File: src/rtl/uart_pkg.sv
// Shared definitions for the urt_tx front-end arbiter: FSM encoding, frame
// timing defaults and constant-evaluable sizing helpers.
package uart_pkg;

    typedef enum logic [1:0] {
        ST_IDLE  = 2'd0,
        ST_GRANT = 2'd1,
        ST_FIRE  = 2'd2,
        ST_WAIT  = 2'd3
    } state_e;

    localparam int unsigned DEF_CLKS_PER_BIT = 868;
    localparam int unsigned DEF_FRAME_BITS   = 10;
    localparam int unsigned DEF_GAP_CYCLES   = 2;

    // Bits needed to index n items; never less than one bit.
    function automatic int unsigned clog2(input int unsigned n);
        int unsigned r;
        r = 0;
        while ((64'(1) << r) < 64'(n)) begin
            r = r + 1;
        end
        return (r == 0) ? 1 : r;
    endfunction

    function automatic int unsigned frame_cycles(input int unsigned clks_per_bit,
                                                 input int unsigned frame_bits,
                                                 input int unsigned gap_cycles);
        return clks_per_bit * frame_bits + gap_cycles;
    endfunction

endpackage

File: src/rtl/rr_arbiter.sv
// Combinational round-robin pick: first asserted request at or after ptr,
// wrapping modulo NUM_REQ.
module rr_arbiter
    import uart_pkg::*;
#(
    parameter int unsigned NUM_REQ = 4,
    localparam int unsigned IDX_W  = clog2(NUM_REQ)
) (
    input  logic [NUM_REQ-1:0] req,
    input  logic [IDX_W-1:0]   ptr,
    output logic [IDX_W-1:0]   gnt_idx,
    output logic               any
);

    // Scan from the farthest offset down so the nearest asserted index wins.
    always_comb begin
        int                 j;
        logic [IDX_W-1:0]   jj;
        any     = 1'b0;
        gnt_idx = '0;
        j       = 0;
        jj      = '0;
        for (int i = int'(NUM_REQ) - 1; i >= 0; i--) begin
            j = int'(ptr) + i;
            if (j >= int'(NUM_REQ)) begin
                j = j - int'(NUM_REQ);
            end
            jj = IDX_W'(j);
            if (req[jj]) begin
                any     = 1'b1;
                gnt_idx = jj;
            end
        end
    end

endmodule

File: src/rtl/uart_tx_arbiter.sv
// Round-robin front end for urt_tx: captures one byte per frame slot from
// NUM_REQ producers and times each frame locally, since urt_tx has no done.
module uart_tx_arbiter
    import uart_pkg::*;
#(
    parameter int unsigned NUM_REQ      = 4,
    parameter int unsigned CLKS_PER_BIT = DEF_CLKS_PER_BIT,
    parameter int unsigned FRAME_BITS   = DEF_FRAME_BITS,
    parameter int unsigned GAP_CYCLES   = DEF_GAP_CYCLES,
    localparam int unsigned IDX_W       = clog2(NUM_REQ)
) (
    input  logic                 clk,
    input  logic                 rst,
    input  logic [NUM_REQ-1:0]   req_valid,
    input  logic [8*NUM_REQ-1:0] req_data,
    output logic [NUM_REQ-1:0]   req_ack,
    output logic                 trig,
    output logic [7:0]           data_to_send,
    output logic                 busy,
    output logic [IDX_W-1:0]     cur_id
);

    localparam int unsigned FRAME_CYCLES = frame_cycles(CLKS_PER_BIT, FRAME_BITS, GAP_CYCLES);
    localparam int unsigned CNT_W        = clog2(FRAME_CYCLES);

    state_e               state_q, state_d;
    logic [CNT_W-1:0]     cnt_q, cnt_d;
    logic [IDX_W-1:0]     ptr_q, ptr_d;
    logic [IDX_W-1:0]     cur_id_q, cur_id_d;
    logic [NUM_REQ-1:0]   req_ack_q, req_ack_d;
    logic                 trig_q, trig_d;
    logic                 busy_q, busy_d;
    logic [7:0]           data_q, data_d;

    logic [IDX_W-1:0]     arb_gnt;
    logic                 arb_any;
    logic [7:0]           req_bytes [NUM_REQ];

    rr_arbiter #(
        .NUM_REQ (NUM_REQ)
    ) u_rr_arbiter (
        .req     (req_valid),
        .ptr     (ptr_q),
        .gnt_idx (arb_gnt),
        .any     (arb_any)
    );

    always_comb begin
        for (int i = 0; i < int'(NUM_REQ); i++) begin
            req_bytes[i] = req_data[8*i +: 8];
        end
    end

    // State register.
    always_ff @(posedge clk) begin
        if (rst) begin
            state_q <= ST_IDLE;
        end else begin
            state_q <= state_d;
        end
    end

    // Next-state logic; WAIT exits on the cycle its counter steps to zero.
    always_comb begin
        state_d = state_q;
        case (state_q)
            ST_IDLE:  if (arb_any) state_d = ST_GRANT;
            ST_GRANT: state_d = ST_FIRE;
            ST_FIRE:  state_d = ST_WAIT;
            ST_WAIT:  if (cnt_q <= CNT_W'(1)) state_d = ST_IDLE;
            default:  state_d = ST_IDLE;
        endcase
    end

    // Output and datapath next values; the winner is latched in IDLE.
    always_comb begin
        cnt_d     = cnt_q;
        ptr_d     = ptr_q;
        cur_id_d  = cur_id_q;
        data_d    = data_q;
        req_ack_d = '0;
        trig_d    = (state_d == ST_FIRE);
        busy_d    = (state_d != ST_IDLE);
        case (state_q)
            ST_IDLE: begin
                if (arb_any) begin
                    cur_id_d  = arb_gnt;
                    req_ack_d = {{(NUM_REQ-1){1'b0}}, 1'b1} << arb_gnt;
                end
            end
            ST_GRANT: begin
                data_d = req_bytes[cur_id_q];
                ptr_d  = (cur_id_q == IDX_W'(NUM_REQ - 1)) ? '0 : cur_id_q + IDX_W'(1);
            end
            ST_FIRE: begin
                cnt_d = CNT_W'(FRAME_CYCLES - 1);
            end
            ST_WAIT: begin
                if (cnt_q != '0) cnt_d = cnt_q - CNT_W'(1);
            end
            default: begin
                cnt_d = '0;
            end
        endcase
    end

    // Output, pointer and frame-counter registers.
    always_ff @(posedge clk) begin
        if (rst) begin
            cnt_q     <= '0;
            ptr_q     <= '0;
            cur_id_q  <= '0;
            req_ack_q <= '0;
            trig_q    <= 1'b0;
            busy_q    <= 1'b0;
            data_q    <= '0;
        end else begin
            cnt_q     <= cnt_d;
            ptr_q     <= ptr_d;
            cur_id_q  <= cur_id_d;
            req_ack_q <= req_ack_d;
            trig_q    <= trig_d;
            busy_q    <= busy_d;
            data_q    <= data_d;
        end
    end

    assign req_ack      = req_ack_q;
    assign trig         = trig_q;
    assign busy         = busy_q;
    assign data_to_send = data_q;
    assign cur_id       = cur_id_q;

endmodule

File: config.mk
export PLATFORM = sky130hd
export DESIGN_NAME = uart_tx_arbiter
export DESIGN_NICKNAME = d
export VERILOG_FILES = /design/src/rtl/uart_pkg.sv /design/src/rtl/rr_arbiter.sv /design/src/rtl/uart_tx_arbiter.sv
export SDC_FILE = /design/constraint.sdc
export NUM_CORES = 1
export LEC_CHECK = 0
export BUFFER_PORTS_ARGS = -buffer_cell sky130_fd_sc_hd__buf_2
export CORE_UTILIZATION = 35
export CTS_BUF_LIST = sky130_fd_sc_hd__clkbuf_8 sky130_fd_sc_hd__clkbuf_16
export DETAILED_ROUTE_END_ITERATION = 7
export GPL_TIMING_DRIVEN = 0
export PLACE_DENSITY_LB_ADDON = 0.08
export SLEW_MARGIN = 20
export SYNTH_ARGS = -nofsm -noshare
export SYNTH_HDL_FRONTEND = slang
export SYNTH_HIERARCHICAL = 1
export SYNTH_SLANG_ARGS = --single-unit
export TNS_END_PERCENT = 1
File: constraint.sdc
create_clock -name clk -period 5.1 [get_ports clk]
set_input_delay 0.255 -clock clk [delete_from_list [all_inputs] [get_ports clk]]
set_output_delay 0.255 -clock clk [all_outputs]
set_load 0.02 [all_outputs]
==> results.txt, run 1 <==
The filler-free cell count of the finished design is about 320. The power density normalized to cell area is around 360 mW/mm^2. The detailed-route wire length came out at 4360 um. The number of antenna diodes in the final layout is 0. The source-to-sink clock delay at the later pin of the worst-skew pair is between 200 and 300 ps. The total of hold buffers inserted after clock tree synthesis came out at 0. The final hold violation count was 0.

The proportion of power drawn by the clock network is 0.251. The number of enable flip-flop cells after synthesis is 0. Across all register-to-register paths, the minimum setup slack is about 3200 ps. The die outline width came out at approximately 73 um.

The end point of the most critical hold path is cnt_q[10]. Summing every instance area after synthesis gives about 0.0018 sq mm. Of the total power, the share spent switching nets is 0.352.

For this run, the leading register cell type out of synthesis is sky130_fd_sc_hd__dfxtp_1. The number of iterations in the first detailed-routing pass is 4. The instance count along the most critical hold path came out at 3. Of the total power, combinational logic draws 0.332. Clock-pin slew was measured on the worst setup and hold paths at about 70 ps.

The synthesized-area fraction occupied by adder cells came out at 0.0281. By area, the combinational part of the netlist is dominated by simple AND/OR/NAND/NOR gates. The die is 73.4 um tall. In the finished design, the share of the clock period the worst path needs comes to 0.373.

The arrival time at the worst endpoint came out at roughly 2100 ps. In this run, the number of DRC markers left after iteration 0 of detailed routing was 79. The count of H-tree levels built during CTS came out at 2.

The worst setup path is captured at a register. The via density per instance came out at approximately 5.1. The average instance area after synthesis came out at 9.10 sq um. In this run, placement finished with an instance count of between 300 and 400.

The initial core utilization came out at 0.370. The worst setup path is launched from a register. In the synthesized netlist, the number of instances is slightly below 200. The worst hold path begins at rst. The worst setup path is of the reg2reg kind. The port buffer count is 53. The critical register-to-register path startpoint is cnt_q[0]. The path class of the tightest hold or removal check is in2reg. The first global-routing pass estimated ~6700 um of wire. Dividing the detail-routed wire length by the instance count gives about 13 um. The post-synth net total is around 240. After routing, the total negative slack on setup checks comes to 0 ps. After synthesis, the netlist uses 43 different library cells. Global routing finished with a remaining overflow of 0. Gates resized during post-CTS repair numbered 0.

The largest total area in the synthesized netlist belongs to sky130_fd_sc_hd__dfxtp_1. The xor and xnor fraction of the mapped netlist area is 0. The proportion of synthesized area in mux cells is 0.123. The total number of vias came out at about 1600. The top cell types in the final layout, fill and taps aside, are sky130_fd_sc_hd__buf_2 (57), sky130_fd_sc_hd__dfxtp_1 (34), sky130_fd_sc_hd__nand2_1 (28), sky130_fd_sc_hd__a21oi_1 (22), sky130_fd_sc_hd__nor2_1 (9).

Of the total synthesized cell area, the portion taken by AND, OR, NAND and NOR gates is 0.261. The number of endpoints failing setup at the final stage came out at 0. The count of clock tree sinks came out at 34. Subtracting the final worst setup slack from the clock period gives approximately 1900 ps.

In this run the worst path has a maximum fanout of 5. The register area share after synthesis came out at 0.381. The sequential group share of total power is 0.417. The number of top-level pins is 54. The number of rows created at floorplan came out at 25. The number of global-route vias before repair came out at between 1000 and 1500. Entering global routing, the biggest net connects 11 pins.

The tree is rooted in a sky130_fd_sc_hd__clkbuf_8. In this run the worst setup path begins at cnt_q[0]. Leaving out fill and tap cells, the most frequent cell in the layout is sky130_fd_sc_hd__buf_2. At the pin with the least slew margin, the transition time is between 500 and 600 ps. Across the run, the number of max-cap violations was 0.

In this run, CTS created clock tree buffers numbering 5. The headroom to the max-slew limit came out at 0.660. For this design the total switching power over the nets is approximately 0.00028 W.

Synthesis inferred 34 register bits. The internal portion of total power is 0.000520 W. The static leakage power is 0.911 nW.

The placeable core area came out at between 0.004 and 0.005 sq mm. The number of antenna-violating nets in the routed design is 0. The worst ir drop on vdd came out at 0.000181 V.

The share of synthesized area in the top cell type comes to 0.381. The async set-reset flop share out of synthesis came out at 0. The max-slew violation count is 0. The count of cells along the worst register-to-register path is 6. The clock skew came out at ~2.5 ps.

The final core utilization came out at 0.462. In the routed design, unresolved DRC markers number 0. At the end of routability-driven placement, the weighted congestion stood at around 0.75. The initial antenna violation count is 0. The count of buffers added by post-CTS timing repair for setup is 0. The area of the die came out at roughly 0.0054 sq mm.

TritonCTS built the clock tree. After legalization and detailed placement, the total HPWL measured roughly 3400 um. In this run the critical register-to-register path is captured at cnt_q[6]. The clock passes through at most 2 buffers. The top achievable clock speed came out at around 530 MHz. Setup repair after global routing left no endpoint under its margin. The worst endpoint required time is 5310 ps. The final net count is roughly 300.

The aggregate global-route resource usage is 0.166. The fraction of final layout cells with drive strength greater than 1 is 0.304. The fraction of the mapped netlist area in compound gates is 0.163. The run finished with clean final reports. The area growth from synthesis to final layout came out at 24.7%.

The number of warnings reported in the yosys synthesis log came out at 6. Ranked by total cell area, the synthesized netlist is headed by sky130_fd_sc_hd__dfxtp_1 (38%), sky130_fd_sc_hd__mux4_2 (10%), sky130_fd_sc_hd__a21oi_1 (6.2%), sky130_fd_sc_hd__nand2_1 (5.9%), sky130_fd_sc_hd__ha_1 (2.8%).
-- cell usage after synthesis, types with 2 or more instances --
library cell	number
sky130_fd_sc_hd__ha_1	4
sky130_fd_sc_hd__nor2b_1	3
sky130_fd_sc_hd__nand2_1	28
sky130_fd_sc_hd__inv_1	6
sky130_fd_sc_hd__nand3_1	6
sky130_fd_sc_hd__nor3_2	2
sky130_fd_sc_hd__nand4_1	2
sky130_fd_sc_hd__nor4b_1	4
sky130_fd_sc_hd__or4_1	3
sky130_fd_sc_hd__a21oi_1	22
sky130_fd_sc_hd__mux4_2	8
sky130_fd_sc_hd__o21ai_0	6
sky130_fd_sc_hd__a31oi_1	4
sky130_fd_sc_hd__nand2b_1	5
sky130_fd_sc_hd__nor3_1	3
sky130_fd_sc_hd__buf_1	2
sky130_fd_sc_hd__clkbuf_1	4
sky130_fd_sc_hd__nor2_1	9
sky130_fd_sc_hd__dfxtp_1	34
sky130_fd_sc_hd__nor4_1	3
sky130_fd_sc_hd__mux2i_1	4
sky130_fd_sc_hd__buf_2	4
sky130_fd_sc_hd__o31a_1	2
sky130_fd_sc_hd__or3_1	5
sky130_fd_sc_hd__o31ai_1	5
-- kinds of logic (layout without fill, tap and decap cells) --
family / Yosys count / count (layout)
AO/OA/AOI/OAI: 47 / 47
adder cells (fa/ha/maj): 4 / 4
buffers and inverters: 17 / 78
flip-flops: 34 / 34
multiplexers: 12 / 12
AND/OR/NAND/NOR: 82 / 82
-- critical path, stage by stage, from the launching register on --
cell	delay [ps]
sky130_fd_sc_hd__dfxtp_1	350
sky130_fd_sc_hd__inv_1	130
sky130_fd_sc_hd__ha_1	210
sky130_fd_sc_hd__nor4b_1	430
sky130_fd_sc_hd__nand4_1	320
sky130_fd_sc_hd__a21o_1	240
sky130_fd_sc_hd__a31oi_1	150
-- through the flow --
step                power (W)  hold slack (ps)  setup WS, ps  instance area, sq um
floorplan            0.000530              438          3490                  1780
global placement     0.000606              440          3200                  2130
detailed placement   0.000607              444          3200                  2130
CTS                  0.000811              256          3170                  2220
global route         0.000855              279          2990                  2220
finish               0.000802              258          3200                  2220
-- worst max path at each step --
stage | endpoint | cells past startpoint
after detailed placement | cnt_q[6] | 6
after floorplan | cnt_q[13] | 6
after global routing | cnt_q[6] | 6
after CTS | cnt_q[6] | 6
final | cnt_q[6] | 6
after global placement | cnt_q[6] | 6
-- power by group through the flow --
stage	combinational [W]	sequential (W)	clock, W
final	0.000266	0.000335	0.000202
after global routing	0.000295	0.000341	0.000219
after CTS	0.000267	0.000335	0.000209
after detailed placement	0.000266	0.000341	0
after global placement	0.000265	0.000341	0
after floorplan	0.000181	0.000349	0
-- area by class of cell --
cell class,instances,area [sq um]
multi-input cells,145,1030
plain buffers,11,53.8
flip-flops and latches,34,681
clock buffers,6,82.6
inverters,6,22.5
repair buffers,53,265
fillers,500,2590
well taps,67,83.8
clock inverters,2,8.76
-- per-layer routing --
metal,vias to the layer above,GRT usage,part of all wire,routed length [um]
li1,852,-,-,-
met1,771,0.229,0.49,2140
met2,21,0.248,0.47,2050
met3,2,0.0521,0.033,143
met4,0,0.0513,0.0066,29
met5,-,0,0,0
-- state kept, by name (all words and copies together), names as in the netlist --
| signal | flops |
|---|---|
| trig | 1 |
| busy | 1 |
| state_q | 2 |
| ptr_q | 2 |
| cnt_q | 14 |
| req_ack | 4 |
| data_to_send | 8 |
| cur_id | 2 |
Note: power is estimated with default switching activity, not from simulation.
==> run 2: changes to the inputs <==
Clock period 5.1 ns to 1.7 ns, I/O delays scaled along.
==> results.txt, run 2 (same netlist as run 1, synthesis figures left out) <==
The worst hold-check slack is 79.6 ps (-178 ps). The transition time at the pin with the least slew margin was 510 ps (+0.397 ps). The count of filler cells inserted in the layout is 492 (-1.6%). The slowest stage of the critical path belongs to the cell sky130_fd_sc_hd__or4_1. Setup repair after global routing could not meet its margin everywhere. The number of buffers created by CTS came out at 5 (unchanged). The number of endpoints failing setup at the final stage was 0 (unchanged). Leaving out fill and tap cells, the most frequent cell in the layout is sky130_fd_sc_hd__buf_2. The clock tree root buffer cell is sky130_fd_sc_hd__clkbuf_8. The via density per instance came out at 5.08 (about the same). The worst register-to-register path ends at cnt_q[13].

The arrival time at the worst endpoint is 1870 ps (-240 ps). The number of global-route vias before repair is 1429 (+0.63%). The fraction of final layout cells with drive strength greater than 1 was 0.351 (+0.0478). The detailed-route wire length is 4420 um (+1.3%). The port buffer count came out at 53 (unchanged). The number of flip-flops in the largest register came out at 14 (unchanged). The worst setup path is captured at a register. The power density normalized to cell area came out at 1080 mW/mm^2 (+200%).

The max-slew violation count is 0 (unchanged). The global placer's final weighted congestion is 0.749 (unchanged). The static leakage power came out at 0.945 nW (+3.7%). The number of rows created at floorplan came out at 25 (unchanged). The placeable core area is 0.00482 sq mm (unchanged). The count of inserted antenna diode cells came to 0 (unchanged).

The final routed wire length divided by cell count came out at 13.6 um (+0.66%). The global route total overflow is 0 (unchanged). The post-placement setup slack is -200 ps (-3400 ps). The shortest clock period the worst path allows after layout was 1660 ps (-242 ps).

The wire length of the first global-routing pass came to 6690 um (unchanged). The count of cells along the worst register-to-register path is 6 (unchanged). The clock skew is 2.50 ps (-0.0358 ps).

The clock-pin transition on the worst setup and hold timing paths came out at 70 ps (about the same). The type of the worst setup path is reg2reg. The die outline width came to 73.4 um (unchanged). The initial antenna violation count is 0 (unchanged). The area of the die is 0.00539 sq mm (unchanged). The number of DRC violations after detailed-routing iteration 0 is 44 (-44%). The library cells used most frequently in the layout, excluding fill and tap cells, are sky130_fd_sc_hd__buf_2 (57), sky130_fd_sc_hd__nand2_1 (28), sky130_fd_sc_hd__dfxtp_1 (28), sky130_fd_sc_hd__a21oi_1 (22), sky130_fd_sc_hd__nor2_1 (9). The source-to-sink clock delay at the later pin of the worst-skew pair is 280 ps (about the same).

The aggregate global-route resource usage is 0.167 (+0.000387). The initial core utilization came to 0.370 (unchanged). The pin count of the biggest net entering global routing is 11 (unchanged). The headroom to the max-slew limit came out at 0.660 (about the same). The path with the worst hold slack has its endpoint at cnt_q[10]. The area growth from synthesis to final layout is 28.5%. The worst ir drop on vdd came out at 0.000544 V (+200%). The count of H-tree levels built during CTS was 2 (unchanged). The number of top-level pins is 54 (unchanged). The final hold violation count came out at 0 (unchanged). The critical path goes through buf_6, nor4b_4, and3_1, buf_2, or4_1, a31oi_1. The least setup slack across all paths after layout is 38.4 ps (-3160 ps). The critical-path maximum fanout is 10 (+5).

The max-capacitance violation count came out at 0 (unchanged). STA classifies the critical path startpoint as a register. The number of buffers on the longest clock path is 2 (unchanged). The number of antenna-violating nets in the routed design was 0 (unchanged). The startpoint of the lowest-slack hold path is rst.

The number of DRC violations after detailed routing came to 0 (unchanged). The final net count came out at 300 (+0.67%). The register-to-register setup slack is 40 ps (-3160 ps). The flow ran to the end, and the final reports show no timing, DRC or antenna violations. The die span in y is 73.4 um (unchanged).

TritonCTS built the clock tree. The total number of vias came out at 1655 (+0.55%). The number of iterations in the first detailed-routing pass is 4 (unchanged). The tightest min-delay check is of the in2reg type. The share of the cycle needed by the critical path after routing is 0.977 (+0.604). The placed wire-length estimate is 3390 um (unchanged). cnt_q holds more flip-flops than any other register.

The critical register-to-register path startpoint is state_q[0]. The top achievable clock speed is 602 MHz (+15%). The instance count along the most critical hold path came out at 3 (unchanged). The total of hold buffers inserted after clock tree synthesis is 0 (unchanged). The count of clock tree sinks came out at 34 (unchanged).

The longest individual stage delay on the worst path came out at 470 ps (+40 ps). The worst endpoint required time is 1900 ps (-3410 ps).
run 2: how the worst max path moves through the flow:
stage                    start         to  slack [ps]  cells past startpoint
detailed placement    cnt_q[0]   cnt_q[6]        -200                      6
global placement      cnt_q[0]   cnt_q[6]        -200                      6
finish              state_q[0]  cnt_q[13]          40                      6
global route        state_q[0]  cnt_q[13]         -30                      6
floorplan             cnt_q[0]  cnt_q[13]          90                      6
CTS                   cnt_q[0]  cnt_q[13]           2                      6
run 2: report_power, final:
part           switching, W  internal, W
clock              0.000287     0.000321
sequential         0.000116     0.000909
combinational      0.000475     0.000373
total              0.000878      0.00160
run 2: per-stage QoR:
stage | cells | TNS (ps) | total power (W) | utilization | cell area, sq um
6_report | 326 | 0 | 0.00248 | 0.476 | 2290
5_1_grt | 326 | -28.1 | 0.00263 | 0.476 | 2290
4_1_cts | 326 | 0 | 0.00247 | 0.469 | 2260
3_5_place_dp | 316 | -874 | 0.00182 | 0.443 | 2130
3_3_place_gp | 316 | -904 | 0.00182 | 0.443 | 2130
2_1_floorplan | 196 | 0 | 0.00159 | - | 1780
run 2: layer usage:
layer  global-route usage  vias up  wire length (um)  share of wire
met3               0.0521        2               145          0.033
met2                0.250       22              2100           0.47
li1                     -      851                 -              -
met4               0.0513        0                29         0.0066
met5                    0        -                 0              0
met1                0.228      780              2150           0.49
run 2: what timing repair did:
action | CTS | global route
setup buffers | 2 | 0
gates resized for setup | 5 | 10
pin swaps | 1 | 4
endpoints found under the setup margin | 10 | 8
run 2: area by class of cell:
type / instances / area, sq um / area share
tap: 67 / 83.8 / 0.0366
timing repair buffer: 55 / 280 / 0.122
clock inverter: 2 / 8.76 / 0.00382
multi-input combinational: 145 / 1070 / 0.468
inverter: 6 / 22.5 / 0.00982
buffer: 11 / 53.8 / 0.0235
clock buffer: 6 / 82.6 / 0.0360
sequential: 34 / 688 / 0.300
run 2: worst max-delay path, delay by kind of cell, from the launching register on:
family,cells,cell delay [ps]
buffers and inverters,2,300
AND/OR/NAND/NOR,3,780
flip-flops,1,310
AO/OA/AOI/OAI,1,190
